==> config.mk <==
export PLATFORM = sky130hd
export DESIGN_NAME = uart_frame_ctrl
export DESIGN_NICKNAME = d
export VERILOG_FILES = /design/src/rtl/uart_frame_ctrl.sv
export SDC_FILE = /design/constraint.sdc
export NUM_CORES = 1
export LEC_CHECK = 0
export CORE_ASPECT_RATIO = 1.25
export CORE_MARGIN = 5
export CORE_UTILIZATION = 45
export CTS_CLUSTER_DIAMETER = 120
export CTS_CLUSTER_SIZE = 24
export DETAILED_ROUTE_END_ITERATION = 16
export PLACE_DENSITY = 0.76
export SLEW_MARGIN = 20
export SYNTH_ARGS = -nofsm -noshare
export SYNTH_HDL_FRONTEND = slang
export SYNTH_SLANG_ARGS = --single-unit
==> constraint.sdc <==
create_clock -name CLK -period 3.4 [get_ports CLK]
set_input_delay 0.34 -clock CLK [delete_from_list [all_inputs] [get_ports CLK]]
set_output_delay 0.34 -clock CLK [all_outputs]
set_load 0.02 [all_outputs]
==> src/rtl/uart_frame_ctrl.sv <==
// Byte-level framing between uart_rx/uart_tx and the motor controller:
// RX hunts MAGIC, collects a payload and checks CRC-16-CCITT; TX sequences a response frame.
module uart_frame_ctrl #(
    parameter int unsigned PAYLOAD_BYTES  = 4,
    parameter logic [31:0] MAGIC          = 32'hDABBAD00,
    parameter int unsigned TIMEOUT_CYCLES = 20000,
    parameter logic [15:0] CRC_INIT       = 16'hFFFF
) (
    input  logic                         CLK,
    input  logic                         RST_N,
    input  logic                         rx_valid,
    input  logic [7:0]                   rx_byte,
    input  logic                         tx_active,
    input  logic                         tx_done,
    output logic                         tx_start,
    output logic [7:0]                   tx_byte,
    output logic [8*PAYLOAD_BYTES-1:0]   rx_payload,
    output logic                         rx_frame_ok,
    output logic                         rx_crc_err,
    output logic                         rx_timeout,
    input  logic                         tx_req,
    input  logic [8*PAYLOAD_BYTES-1:0]   tx_payload,
    output logic                         tx_busy,
    output logic                         tx_frame_done
);
    localparam int unsigned N    = PAYLOAD_BYTES + 6;
    localparam int unsigned IDXW = (PAYLOAD_BYTES > 1) ? $clog2(PAYLOAD_BYTES) : 1;
    localparam int unsigned KW   = $clog2(N);
    localparam int unsigned GW   = $clog2(TIMEOUT_CYCLES + 1);
    localparam logic [3:0][7:0] MAGIC_B = MAGIC;

    // One byte of CRC-16-CCITT (poly 0x1021, MSB first), eight shift steps unrolled.
    function automatic logic [15:0] crc16_upd(input logic [15:0] crc, input logic [7:0] data);
        logic [15:0] c;
        c = crc ^ {data, 8'h00};
        for (int i = 0; i < 8; i++) c = c[15] ? ((c << 1) ^ 16'h1021) : (c << 1);
        return c;
    endfunction

    // ---------------- receive ----------------
    typedef enum logic [1:0] {R_HUNT, R_PAYLOAD, R_CRC_HI, R_CRC_LO} rx_state_t;
    rx_state_t rx_state, rx_state_nx;

    logic [31:0]                    rx_shift;
    logic [PAYLOAD_BYTES-1:0][7:0]  rx_buf;
    logic [IDXW-1:0]                rx_idx;
    logic [15:0]                    rx_crc, rx_crc_nx;
    logic [7:0]                     rx_crc_hi;
    logic [GW-1:0]                  rx_gap;
    logic rx_expire, rx_take, rx_magic_hit, rx_last_pl, rx_crc_match;

    // Expiry wins over a byte arriving in the same cycle.
    assign rx_expire    = (rx_state != R_HUNT) && (rx_gap == GW'(TIMEOUT_CYCLES - 1));
    assign rx_take      = rx_valid && !rx_expire;
    assign rx_magic_hit = ({rx_shift[23:0], rx_byte} == MAGIC);
    assign rx_last_pl   = (rx_idx == IDXW'(PAYLOAD_BYTES - 1));
    assign rx_crc_match = ({rx_crc_hi, rx_byte} == rx_crc);
    assign rx_crc_nx    = crc16_upd(rx_crc, rx_byte);

    always_ff @(posedge CLK or negedge RST_N) begin
        if (!RST_N) rx_state <= R_HUNT;
        else        rx_state <= rx_state_nx;
    end

    always_comb begin
        rx_state_nx = rx_state;
        if (rx_expire) rx_state_nx = R_HUNT;
        else if (rx_take) begin
            case (rx_state)
                R_HUNT:    if (rx_magic_hit) rx_state_nx = R_PAYLOAD;
                R_PAYLOAD: if (rx_last_pl) rx_state_nx = R_CRC_HI;
                R_CRC_HI:  rx_state_nx = R_CRC_LO;
                R_CRC_LO:  rx_state_nx = R_HUNT;
                default:   rx_state_nx = R_HUNT;
            endcase
        end
    end

    always_ff @(posedge CLK or negedge RST_N) begin
        if (!RST_N) begin
            rx_shift    <= '0;
            rx_buf      <= '0;
            rx_idx      <= '0;
            rx_crc      <= '0;
            rx_crc_hi   <= '0;
            rx_gap      <= '0;
            rx_payload  <= '0;
            rx_frame_ok <= 1'b0;
            rx_crc_err  <= 1'b0;
            rx_timeout  <= 1'b0;
        end else begin
            rx_frame_ok <= 1'b0;
            rx_crc_err  <= 1'b0;
            rx_timeout  <= rx_expire;
            if (rx_state == R_HUNT || rx_valid || rx_expire) rx_gap <= '0;
            else                                             rx_gap <= rx_gap + GW'(1);
            if (rx_expire) rx_shift <= '0;
            else if (rx_take) begin
                case (rx_state)
                    R_HUNT: begin
                        if (rx_magic_hit) begin
                            rx_crc <= CRC_INIT;
                            rx_idx <= '0;
                        end else begin
                            rx_shift <= {rx_shift[23:0], rx_byte};
                        end
                    end
                    R_PAYLOAD: begin
                        rx_buf[rx_idx] <= rx_byte;
                        rx_crc         <= rx_crc_nx;
                        rx_idx         <= rx_idx + IDXW'(1);
                    end
                    R_CRC_HI: rx_crc_hi <= rx_byte;
                    R_CRC_LO: begin
                        if (rx_crc_match) begin
                            rx_payload  <= rx_buf;
                            rx_frame_ok <= 1'b1;
                        end else begin
                            rx_crc_err  <= 1'b1;
                        end
                        rx_shift <= '0;
                    end
                    default: ;
                endcase
            end
        end
    end

    // ---------------- transmit ----------------
    typedef enum logic [1:0] {T_IDLE, T_SEND, T_WAIT} tx_state_t;
    tx_state_t tx_state, tx_state_nx;

    logic [KW-1:0]                  tx_k;
    logic [15:0]                    tx_crc, tx_crc_nx;
    logic [PAYLOAD_BYTES-1:0][7:0]  tx_pl;
    logic [7:0]                     tx_seq_byte;
    logic [IDXW-1:0]                tx_pidx;
    logic                           tx_is_pl, tx_last;

    assign tx_last   = (tx_k == KW'(N - 1));
    assign tx_crc_nx = crc16_upd(tx_crc, tx_seq_byte);

    // Byte k of the outgoing frame; CRC bytes read the crc after all payload updates.
    always_comb begin
        tx_pidx     = IDXW'(tx_k - KW'(4));
        tx_is_pl    = (tx_k >= KW'(4)) && (tx_k < KW'(4 + PAYLOAD_BYTES));
        tx_seq_byte = tx_crc[7:0];
        if (tx_k < KW'(4))               tx_seq_byte = MAGIC_B[2'd3 - tx_k[1:0]];
        else if (tx_is_pl)               tx_seq_byte = tx_pl[tx_pidx];
        else if (tx_k == KW'(N - 2))     tx_seq_byte = tx_crc[15:8];
    end

    always_ff @(posedge CLK or negedge RST_N) begin
        if (!RST_N) tx_state <= T_IDLE;
        else        tx_state <= tx_state_nx;
    end

    always_comb begin
        tx_state_nx = tx_state;
        case (tx_state)
            T_IDLE:  if (tx_req) tx_state_nx = T_SEND;
            T_SEND:  if (!tx_active) tx_state_nx = T_WAIT;
            T_WAIT:  if (tx_done) tx_state_nx = tx_last ? T_IDLE : T_SEND;
            default: tx_state_nx = T_IDLE;
        endcase
    end

    always_ff @(posedge CLK or negedge RST_N) begin
        if (!RST_N) begin
            tx_k          <= '0;
            tx_crc        <= '0;
            tx_pl         <= '0;
            tx_byte       <= '0;
            tx_start      <= 1'b0;
            tx_busy       <= 1'b0;
            tx_frame_done <= 1'b0;
        end else begin
            tx_start      <= 1'b0;
            tx_frame_done <= 1'b0;
            case (tx_state)
                T_IDLE: begin
                    if (tx_req) begin
                        tx_pl   <= tx_payload;
                        tx_k    <= '0;
                        tx_crc  <= CRC_INIT;
                        tx_busy <= 1'b1;
                    end
                end
                T_SEND: begin
                    if (!tx_active) begin
                        tx_byte  <= tx_seq_byte;
                        tx_start <= 1'b1;
                        if (tx_is_pl) tx_crc <= tx_crc_nx;
                    end
                end
                T_WAIT: begin
                    if (tx_done) begin
                        if (tx_last) begin
                            tx_busy       <= 1'b0;
                            tx_frame_done <= 1'b1;
                        end else begin
                            tx_k <= tx_k + KW'(1);
                        end
                    end
                end
                default: ;
            endcase
        end
    end
endmodule

==> report_table.html, run 1 <==
<table>
<tr><th>Metric</th><th>Value</th></tr>
<tr><th colspan="2">Run status</th></tr>
<tr><td>Outcome</td><td>finished, final reports clean</td></tr>
<tr><th colspan="2">Detailed routing</th></tr>
<tr><td>Number of routed nets with antenna violations</td><td>0</td></tr>
<tr><td>1st-pass router iterations</td><td>4</td></tr>
<tr><td>DRC violations left</td><td>0</td></tr>
<tr><td>Via-to-Cell Ratio</td><td>roughly 5.3</td></tr>
<tr><td>Total number of vias</td><td>between 6,000 and 7,000</td></tr>
<tr><td>Drt wl/cell</td><td>17.39 microns</td></tr>
<tr><td>Number of violations reported at the end of detailed-routing iteration 0</td><td>341</td></tr>
<tr><td>Final wirelength</td><td>approximately 20,000 microns</td></tr>
<tr><th colspan="2">Clock network</th></tr>
<tr><td>Total CTS buffers</td><td>17</td></tr>
<tr><td>Reg clk slew, reported paths</td><td>around 0.080 ns</td></tr>
<tr><td># resized after CTS</td><td>0</td></tr>
<tr><td>CTS sink cnt</td><td>slightly below 200</td></tr>
<tr><td>Root Driver</td><td>clkbuf_16</td></tr>
<tr><td>Clock buffer depth</td><td>2</td></tr>
<tr><td>Clock tree from TritonCTS</td><td>done</td></tr>
<tr><td>Latest clock arrival within the worst-skew pair</td><td>approximately 0.45 ns</td></tr>
<tr><td>Number of levels in the clock H-tree</td><td>4</td></tr>
<tr><th colspan="2">Pwr</th></tr>
<tr><td>Power density over the cells</td><td>~740 mW/mm^2</td></tr>
<tr><td>Peak supply drop</td><td>roughly 400 uV</td></tr>
<tr><td>Combinational share of power</td><td>about a third</td></tr>
<tr><td>Sequential Power Share</td><td>a little over two fifths</td></tr>
<tr><td>Switching power</td><td>2.909 mW</td></tr>
<tr><td>Leakage power</td><td>approximately 4.8 nW</td></tr>
<tr><td>Proportion of power drawn by the clock network</td><td>between 20 and 30%</td></tr>
<tr><td>Net Sw Frac</td><td>34.67%</td></tr>
<tr><td>Cell internal power dissipation</td><td>about 5.5 mW</td></tr>
<tr><th colspan="2">Cells and area</th></tr>
<tr><td>Final cell area excluding filler cells</td><td>0.01127 sq mm</td></tr>
<tr><td>Post-route insts no fill</td><td>between 1,000 and 1,500</td></tr>
<tr><td>Share of final-layout standard cells stronger than drive strength 1</td><td>19.87%</td></tr>
<tr><td>Fin nets</td><td>roughly 940</td></tr>
<tr><td>Area taken by flip-flops and latches</td><td>~0.005 sq mm</td></tr>
<tr><td>Area of the multi-input gates</td><td>between 0.004 and 0.005 sq mm</td></tr>
<tr><td>Antenna diode count</td><td>0</td></tr>
<tr><td>Fillers</td><td>1,746</td></tr>
<tr><td>Layout Area Growth over Synthesis</td><td>19.89%</td></tr>
<tr><th colspan="2">Job</th></tr>
<tr><td>Max Cap Violations</td><td>0</td></tr>
<tr><th colspan="2">Global routing</th></tr>
<tr><td>Via count of the first global-routing pass</td><td>6,488</td></tr>
<tr><td>Largest net degree at the start of global routing</td><td>82</td></tr>
<tr><td>GRT Overall Usage</td><td>17.57%</td></tr>
<tr><td>Global-route wire length before repair</td><td>33,680 microns</td></tr>
<tr><td>GR Util met3</td><td>3.782%</td></tr>
<tr><td>Met2 usage in global routing</td><td>between 30 and 40%</td></tr>
<tr><td>Most Crowded Layer GR</td><td>met2</td></tr>
<tr><td>Routing usage on met1</td><td>20.75%</td></tr>
<tr><td>GR Overflow Total</td><td>0</td></tr>
<tr><td>Number of antenna violations at the first check in global routing</td><td>1</td></tr>
<tr><th colspan="2">Critical path</th></tr>
<tr><td>Biggest cell delay along the critical path</td><td>around 0.56 ns</td></tr>
<tr><td>Worst path required time</td><td>~3.8 ns</td></tr>
<tr><td>Data arrival time of the critical path</td><td>3.17 ns</td></tr>
<tr><td>Category of the most critical setup path</td><td>reg2reg</td></tr>
<tr><td>Register-to-register setup slack</td><td>0.59 ns</td></tr>
<tr><td>Kind of start point of the critical path</td><td>flip-flop</td></tr>
<tr><td>Logic depth of the worst register-to-register path</td><td>8</td></tr>
<tr><td>Crit path cell chain</td><td>inv_1, ha_1, nand2b_1, mux2_4, o211ai_4, xor2_2, xnor3_1, a21oi_1</td></tr>
<tr><td>Largest driver fanout on the critical path</td><td>12</td></tr>
<tr><td>CP max stage cell</td><td>dfrtp_1</td></tr>
<tr><td>Crit. End Element</td><td>flip-flop</td></tr>
<tr><th colspan="2">Logic synthesis</th></tr>
<tr><td>Mean area per synthesized cell</td><td>approximately 12 sq um</td></tr>
<tr><td>Number of instances in the synthesized netlist</td><td>800</td></tr>
<tr><td>Fraction of registers with async set/reset</td><td>100.0%</td></tr>
<tr><td>Most common flop cell mapped by yosys</td><td>dfrtp_1</td></tr>
<tr><td>Post-synth EDFFs</td><td>0</td></tr>
<tr><td>Number of distinct standard cells referenced by the synthesized netlist</td><td>between 60 and 70</td></tr>
<tr><td>Yosys Warn Count</td><td>0</td></tr>
<tr><td>Register bit count reported by yosys</td><td>between 150 and 200</td></tr>
<tr><td>Area share of the leading cell type in the synthesized netlist</td><td>52.96%</td></tr>
<tr><td>Sequential fraction of the synthesis area</td><td>about 53%</td></tr>
<tr><td>Mapped cell area</td><td>~0.0094 sq mm</td></tr>
<tr><td>Biggest area consumer among synthesized cells</td><td>dfrtp_1</td></tr>
<tr><td>Net count of the mapped netlist</td><td>860</td></tr>
<tr><td>Dominant cells by area after synthesis</td><td>dfrtp_1, mux2_2, xnor2_1</td></tr>
<tr><th colspan="2">STA</th></tr>
<tr><td>Setup repair after global routing missed its margin</td><td>false</td></tr>
<tr><td>Max transition margin</td><td>54.95%</td></tr>
<tr><td>Count of pins over their slew limit</td><td>0</td></tr>
<tr><td>Peak clock frequency supported by timing</td><td>~360 MHz</td></tr>
<tr><td>Setup clock skew after layout</td><td>~0.019 ns</td></tr>
<tr><td>Transition time of the tightest slew-check pin</td><td>0.6757 ns</td></tr>
<tr><td>Endpoints failing setup</td><td>0</td></tr>
<tr><td>Total negative setup slack</td><td>0 ns</td></tr>
<tr><td>Smallest hold slack</td><td>0.4657 ns</td></tr>
<tr><td>Min cycle time layout</td><td>~2.8 ns</td></tr>
<tr><td>Fin crit share</td><td>82.68%</td></tr>
<tr><td>Final count of hold timing violations</td><td>0</td></tr>
<tr><th colspan="2">Placed design</th></tr>
<tr><td>Total instance count after detailed placement</td><td>1,137</td></tr>
<tr><td>Weighted congestion at the end of routability-driven global placement</td><td>about 0.90</td></tr>
<tr><td>HPWL reported at the end of detailed placement</td><td>around 15,000 microns</td></tr>
<tr><td>Instance area after placement</td><td>~0.011 sq mm</td></tr>
<tr><td>Port Buffer Count</td><td>roughly 90</td></tr>
<tr><th colspan="2">Floorplan</th></tr>
<tr><td>Die area</td><td>between 0.02 and 0.025 sq mm</td></tr>
<tr><td>Core Rows</td><td>59</td></tr>
<tr><td>Core Box Area</td><td>between 0.02 and 0.025 sq mm</td></tr>
<tr><td>Die height</td><td>about 170 microns</td></tr>
<tr><td>Die Span X</td><td>about 140 microns</td></tr>
<tr><td>Initial core utilization</td><td>a little under half</td></tr>
<tr><td>Number of top-level pins</td><td>92</td></tr>
<tr><th colspan="2">Worst hold path</th></tr>
<tr><td>Worst Hold Depth</td><td>1</td></tr>
<tr><td>Min-delay worst type</td><td>reg2reg</td></tr>
</table>
[power groups by stage]
stage	clock network, mW	registers, mW	logic, mW
6_report	2.12	3.59	2.69
5_1_grt	2.28	3.67	2.98
4_1_cts	2.16	3.59	2.71
3_5_place_dp	0	3.64	2.69
3_3_place_gp	0	3.60	2.62
2_1_floorplan	0	3.52	2.03
[timing repair]
action                    4_1_cts  5_1_grt
setup buffers                   0        0
hold buffers                    1        0
hold endpoints to repair       77        0
[cells in the mapped netlist (5+ instances only)]
cell type	n
nand2b_1	5
ha_1	14
or3_1	5
nor3_1	17
mux2_2	118
buf_2	9
a21oi_1	18
xnor2_1	44
mux2i_1	14
clkbuf_1	30
inv_1	18
and4b_1	5
xnor3_1	5
nand3_1	14
nor2_1	34
xor2_1	21
dfrtp_1	199
and2_1	5
o22a_1	6
nand2_1	89
nand4_1	11
o21ai_0	33
[metal layers]
metal	vias to the layer above	part of all wire [%]
met2	126	52
met4	2	3.8
li1	2950	-
met5	-	0.064
met1	3032	41
met3	43	3.4
[path summary, 6_finish.rpt]
kind | endpoint | start
worst max-delay path | tx_crc[7] | tx_k[1]
min in group asynchronous | tx_pl[27] | RST_N
worst min register to register | rx_gap[0] | rx_gap[0]
max in group asynchronous | rx_state[1] | RST_N
worst min-delay path | rx_gap[0] | rx_gap[0]
worst max register to register | tx_crc[7] | tx_k[1]
[worst max-delay path, delay by kind of cell (launching register included)]
family,cells,cell delay [ns]
DFF,1,0.56
xor gates and xnor gates,2,0.74
and+or+nand+nor,1,0.30
buffers and inverters,1,0.15
AOI/OAI and AO/OA,2,0.35
adders and majority gates,1,0.28
muxes,1,0.35
[layout by cell type (no fill, tap or decap), drive strengths merged, types with 6 or more instances in the layout]
cell type,instances
a21oi,19
and2,6
buf,17
clkbuf,18
clkdlybuf4s50,90
clkinv,7
dfrtp,199
ha,14
inv,26
mux2,119
mux2i,14
nand2,89
nand3,14
nand4,11
nor2,34
nor3,17
o21ai,34
o22a,6
xnor2,44
xor2,22
[per-stage QoR]
| step | util [%] | worst slack, ns | power, mW |
|---|---|---|---|
| 6_report | 54.54 | 0.5890 | 8.392 |
| 4_1_cts | 54.54 | 0.6155 | 8.464 |
| 5_1_grt | 54.54 | 0.4073 | 8.927 |
| 3_3_place_gp | 51.37 | 0.4764 | 6.228 |
| 3_5_place_dp | 51.37 | 0.3782 | 6.327 |
| 2_1_floorplan | - | 0.7489 | 5.550 |
[sequential cells by signal (all words and copies together), names as in the netlist, 2 cells and up]
signal / cells
tx_pl: 32
rx_state: 2
tx_state: 2
rx_shift: 24
rx_payload: 32
rx_gap: 15
rx_idx: 2
tx_crc: 16
tx_byte: 8
rx_crc_hi: 8
rx_buf: 32
rx_crc: 16
tx_k: 4
[cells by family (layout without fill, tap and decap cells)]
| kind of cell | Yosys count | after routing | synth area share (%) |
|---|---|---|---|
| DFF | 199 | 199 | 52.96 |
| and+or+nand+nor | 217 | 217 | 11.47 |
| xor gates and xnor gates | 72 | 72 | 7.678 |
| buffers and inverters | 63 | 159 | 2.874 |
| muxes | 133 | 133 | 15.78 |
| adders and majority gates | 14 | 14 | 1.863 |
| AOI/OAI and AO/OA | 102 | 102 | 7.372 |
[layout make-up]
class                           instances  area share (%)
Clock buffer                           17           3.774
Clock inverter                         15           1.953
Inverter                               18          0.5993
Multi-Input combinational cell        538           36.90
Sequential cell                       199           44.17
Tap cell                              274           3.041
Timing Repair Buffer                  109           9.556
Power figures use the tool's default switching activity.
==> run 2: changes to the inputs <==
- clock period: 3.4 -> 2.8 ns (I/O delays scaled with it)
==> report_table.html, run 2 (synthesis gave the netlist of run 1 again) <==
<table>
<tr><th>Metric</th><th>Value</th></tr>
<tr><th colspan="2">Placed design</th></tr>
<tr><td>Port Buffer Count</td><td>91</td></tr>
<tr><td>Worst slack after detailed placement</td><td>between 0.2 and 0.25 ns</td></tr>
<tr><td>HPWL reported at the end of detailed placement</td><td>between 10,000 and 15,000 microns</td></tr>
<tr><td>Total instance count after detailed placement</td><td>1,151</td></tr>
<tr><td>Weighted congestion at the end of routability-driven global placement</td><td>0.9372</td></tr>
<tr><th colspan="2">Clock network</th></tr>
<tr><td>Clock buffer depth</td><td>2</td></tr>
<tr><td>Latest clock arrival within the worst-skew pair</td><td>0.46 ns</td></tr>
<tr><td>Number of levels in the clock H-tree</td><td>4</td></tr>
<tr><td>Setup bufs post-CTS</td><td>0</td></tr>
<tr><td>Root Driver</td><td>clkbuf_16</td></tr>
<tr><td>Clock tree from TritonCTS</td><td>done</td></tr>
<tr><td>CTS sink cnt</td><td>approximately 200</td></tr>
<tr><td>Reg clk slew, reported paths</td><td>0.09 ns</td></tr>
<tr><td>Total CTS buffers</td><td>17</td></tr>
<tr><th colspan="2">STA</th></tr>
<tr><td>Max transition margin</td><td>a little over half</td></tr>
<tr><td>Setup clock skew after layout</td><td>0.02047 ns</td></tr>
<tr><td>Fin crit share</td><td>between 90% and 100%</td></tr>
<tr><td>Total negative setup slack</td><td>0 ns</td></tr>
<tr><td>Count of pins over their slew limit</td><td>0</td></tr>
<tr><td>Endpoints failing setup</td><td>0</td></tr>
<tr><td>Min cycle time layout</td><td>about 2.6 ns</td></tr>
<tr><td>Transition time of the tightest slew-check pin</td><td>around 0.7 ns</td></tr>
<tr><td>Worst path setup slack after routing</td><td>between 0.2 and 0.25 ns</td></tr>
<tr><td>Final count of hold timing violations</td><td>0</td></tr>
<tr><td>Peak clock frequency supported by timing</td><td>386.9 MHz</td></tr>
<tr><td>Setup repair after global routing missed its margin</td><td>false</td></tr>
<tr><th colspan="2">Floorplan</th></tr>
<tr><td>Core Box Area</td><td>just over 0.02 sq mm</td></tr>
<tr><td>Initial core utilization</td><td>a little under half</td></tr>
<tr><td>Number of top-level pins</td><td>between 90 and 100</td></tr>
<tr><td>Die height</td><td>about 170 microns</td></tr>
<tr><td>Die Span X</td><td>approximately 140 microns</td></tr>
<tr><td>Core Rows</td><td>~60</td></tr>
<tr><td>Die area</td><td>between 0.02 and 0.025 sq mm</td></tr>
<tr><th colspan="2">Critical path</th></tr>
<tr><td>Logic depth of the worst register-to-register path</td><td>8</td></tr>
<tr><td>Category of the most critical setup path</td><td>reg2reg</td></tr>
<tr><td>Kind of start point of the critical path</td><td>flip-flop</td></tr>
<tr><td>Worst path required time</td><td>about 3.2 ns</td></tr>
<tr><td>Crit. End Element</td><td>flip-flop</td></tr>
<tr><td>Data arrival time of the critical path</td><td>2.96 ns</td></tr>
<tr><td>Largest driver fanout on the critical path</td><td>8</td></tr>
<tr><td>Register-to-register setup slack</td><td>0.22 ns</td></tr>
<tr><th colspan="2">Cells and area</th></tr>
<tr><td>Area of the multi-input gates</td><td>roughly 0.0042 sq mm</td></tr>
<tr><td>Area taken by flip-flops and latches</td><td>approximately 0.005 sq mm</td></tr>
<tr><td>Most frequent cells in the layout</td><td>dfrtp_1, mux2_2, clkdlybuf4s50_1</td></tr>
<tr><td>Antenna diode count</td><td>0</td></tr>
<tr><td>Share of final-layout standard cells stronger than drive strength 1</td><td>between 20% and 30%</td></tr>
<tr><td>Fin nets</td><td>roughly 960</td></tr>
<tr><td>Commonest non-fill, non-tap cell in the layout</td><td>dfrtp_1</td></tr>
<tr><td>Layout Area Growth over Synthesis</td><td>21.82%</td></tr>
<tr><td>Post-route insts no fill</td><td>around 1,200</td></tr>
<tr><td>Fillers</td><td>~1,700</td></tr>
<tr><td>Final core area utilization</td><td>55.42%</td></tr>
<tr><td>Largest registers in the final layout</td><td>rx_buf: 32 flops, rx_payload: 32 flops, tx_pl: 32 flops</td></tr>
<tr><th colspan="2">Global routing</th></tr>
<tr><td>Via count of the first global-routing pass</td><td>approximately 6,500</td></tr>
<tr><td>Largest net degree at the start of global routing</td><td>70</td></tr>
<tr><td>GR Overflow Total</td><td>0</td></tr>
<tr><td>GRT Overall Usage</td><td>roughly 18%</td></tr>
<tr><td>Global-route wire length before repair</td><td>33,660 microns</td></tr>
<tr><td>Number of antenna violations at the first check in global routing</td><td>0</td></tr>
<tr><th colspan="2">Detailed routing</th></tr>
<tr><td>Number of routed nets with antenna violations</td><td>0</td></tr>
<tr><td>Via-to-Cell Ratio</td><td>5.313</td></tr>
<tr><td>DRC violations left</td><td>0</td></tr>
<tr><td>1st-pass router iterations</td><td>6</td></tr>
<tr><td>Number of violations reported at the end of detailed-routing iteration 0</td><td>around 280</td></tr>
<tr><td>Final wirelength</td><td>around 20,000 microns</td></tr>
<tr><td>Drt wl/cell</td><td>17.20 microns</td></tr>
<tr><td>Total number of vias</td><td>6,290</td></tr>
<tr><th colspan="2">Run status</th></tr>
<tr><td>Outcome</td><td>finished, final reports clean</td></tr>
<tr><th colspan="2">Worst hold path</th></tr>
<tr><td>Min-delay worst type</td><td>in2async</td></tr>
<tr><th colspan="2">Pwr</th></tr>
<tr><td>Leakage power</td><td>approximately 4.9 nW</td></tr>
<tr><td>Peak supply drop</td><td>between 500 and 600 uV</td></tr>
<tr><td>Power density over the cells</td><td>909.5 mW/mm^2</td></tr>
<tr><th colspan="2">Job</th></tr>
<tr><td>Max Cap Violations</td><td>0</td></tr>
</table>
[run 2: changes by cell type in the layout (fill, tap and decap cells not counted), sizes merged]
cell    before  now
buf         17   31
clkinv       7    0
inv         26   33
[run 2: worst paths after layout]
kind                           startpoint          to
max                               tx_k[0]   tx_crc[7]
min in group CLK           tx_payload[20]   tx_pl[20]
max in group asynchronous           RST_N  tx_byte[7]
max reg2reg                       tx_k[0]   tx_crc[7]
min reg2reg                     rx_gap[0]   rx_gap[0]
min                                 RST_N   tx_pl[27]
[run 2: layout make-up]
type	instances	share of cell area [%]
Multi-Input combinational cell	538	36.32
Timing Repair Buffer	123	10.76
Clock buffer	17	3.714
Sequential cell	199	43.47
Inverter	18	0.5898
Clock inverter	15	2.152
Tap cell	274	2.993
[run 2: per-stage QoR]
stage | power (mW) | hold slack [ns] | area (sq um)
after global placement | 7.651 | 0.3338 | 10770
after CTS | 10.52 | 0.4089 | 11450
final | 10.42 | 0.3925 | 11450
after floorplan | 6.739 | -0.01559 | 9403
after detailed placement | 7.757 | 0.3316 | 10770
after global routing | 11.08 | 0.4258 | 11450
[run 2: what timing repair did]
item / in CTS / in global routing
endpoints found under the hold margin: 66 / 0
hold buffers: 1 / 0
gates resized for setup: 0 / 0
[run 2: worst max-delay path, cell delays in order (launching register included)]
cell	delay, ns
dfrtp_1	0.39
inv_1	0.12
ha_1	0.27
nand2b_1	0.26
mux2_4	0.38
o211ai_4	0.21
xor2_2	0.30
xnor3_1	0.46
a21oi_1	0.14
[run 2: layer usage]
metal | track usage (%) | routed length (microns) | vias to the layer above
met5 | 0 | 0 | -
li1 | - | - | 2994
met1 | 21.10 | 8507 | 3105
met3 | 3.643 | 771 | 44
met4 | 8.128 | 683 | 0
met2 | 30.61 | 10400 | 147
[run 2: power breakdown]
| group | internal, mW | switching (mW) | total (mW) |
|---|---|---|---|
| logic | 1.71 | 1.64 | 3.35 |
| registers | 3.76 | 0.575 | 4.34 |
| clock network | 1.32 | 1.42 | 2.74 |
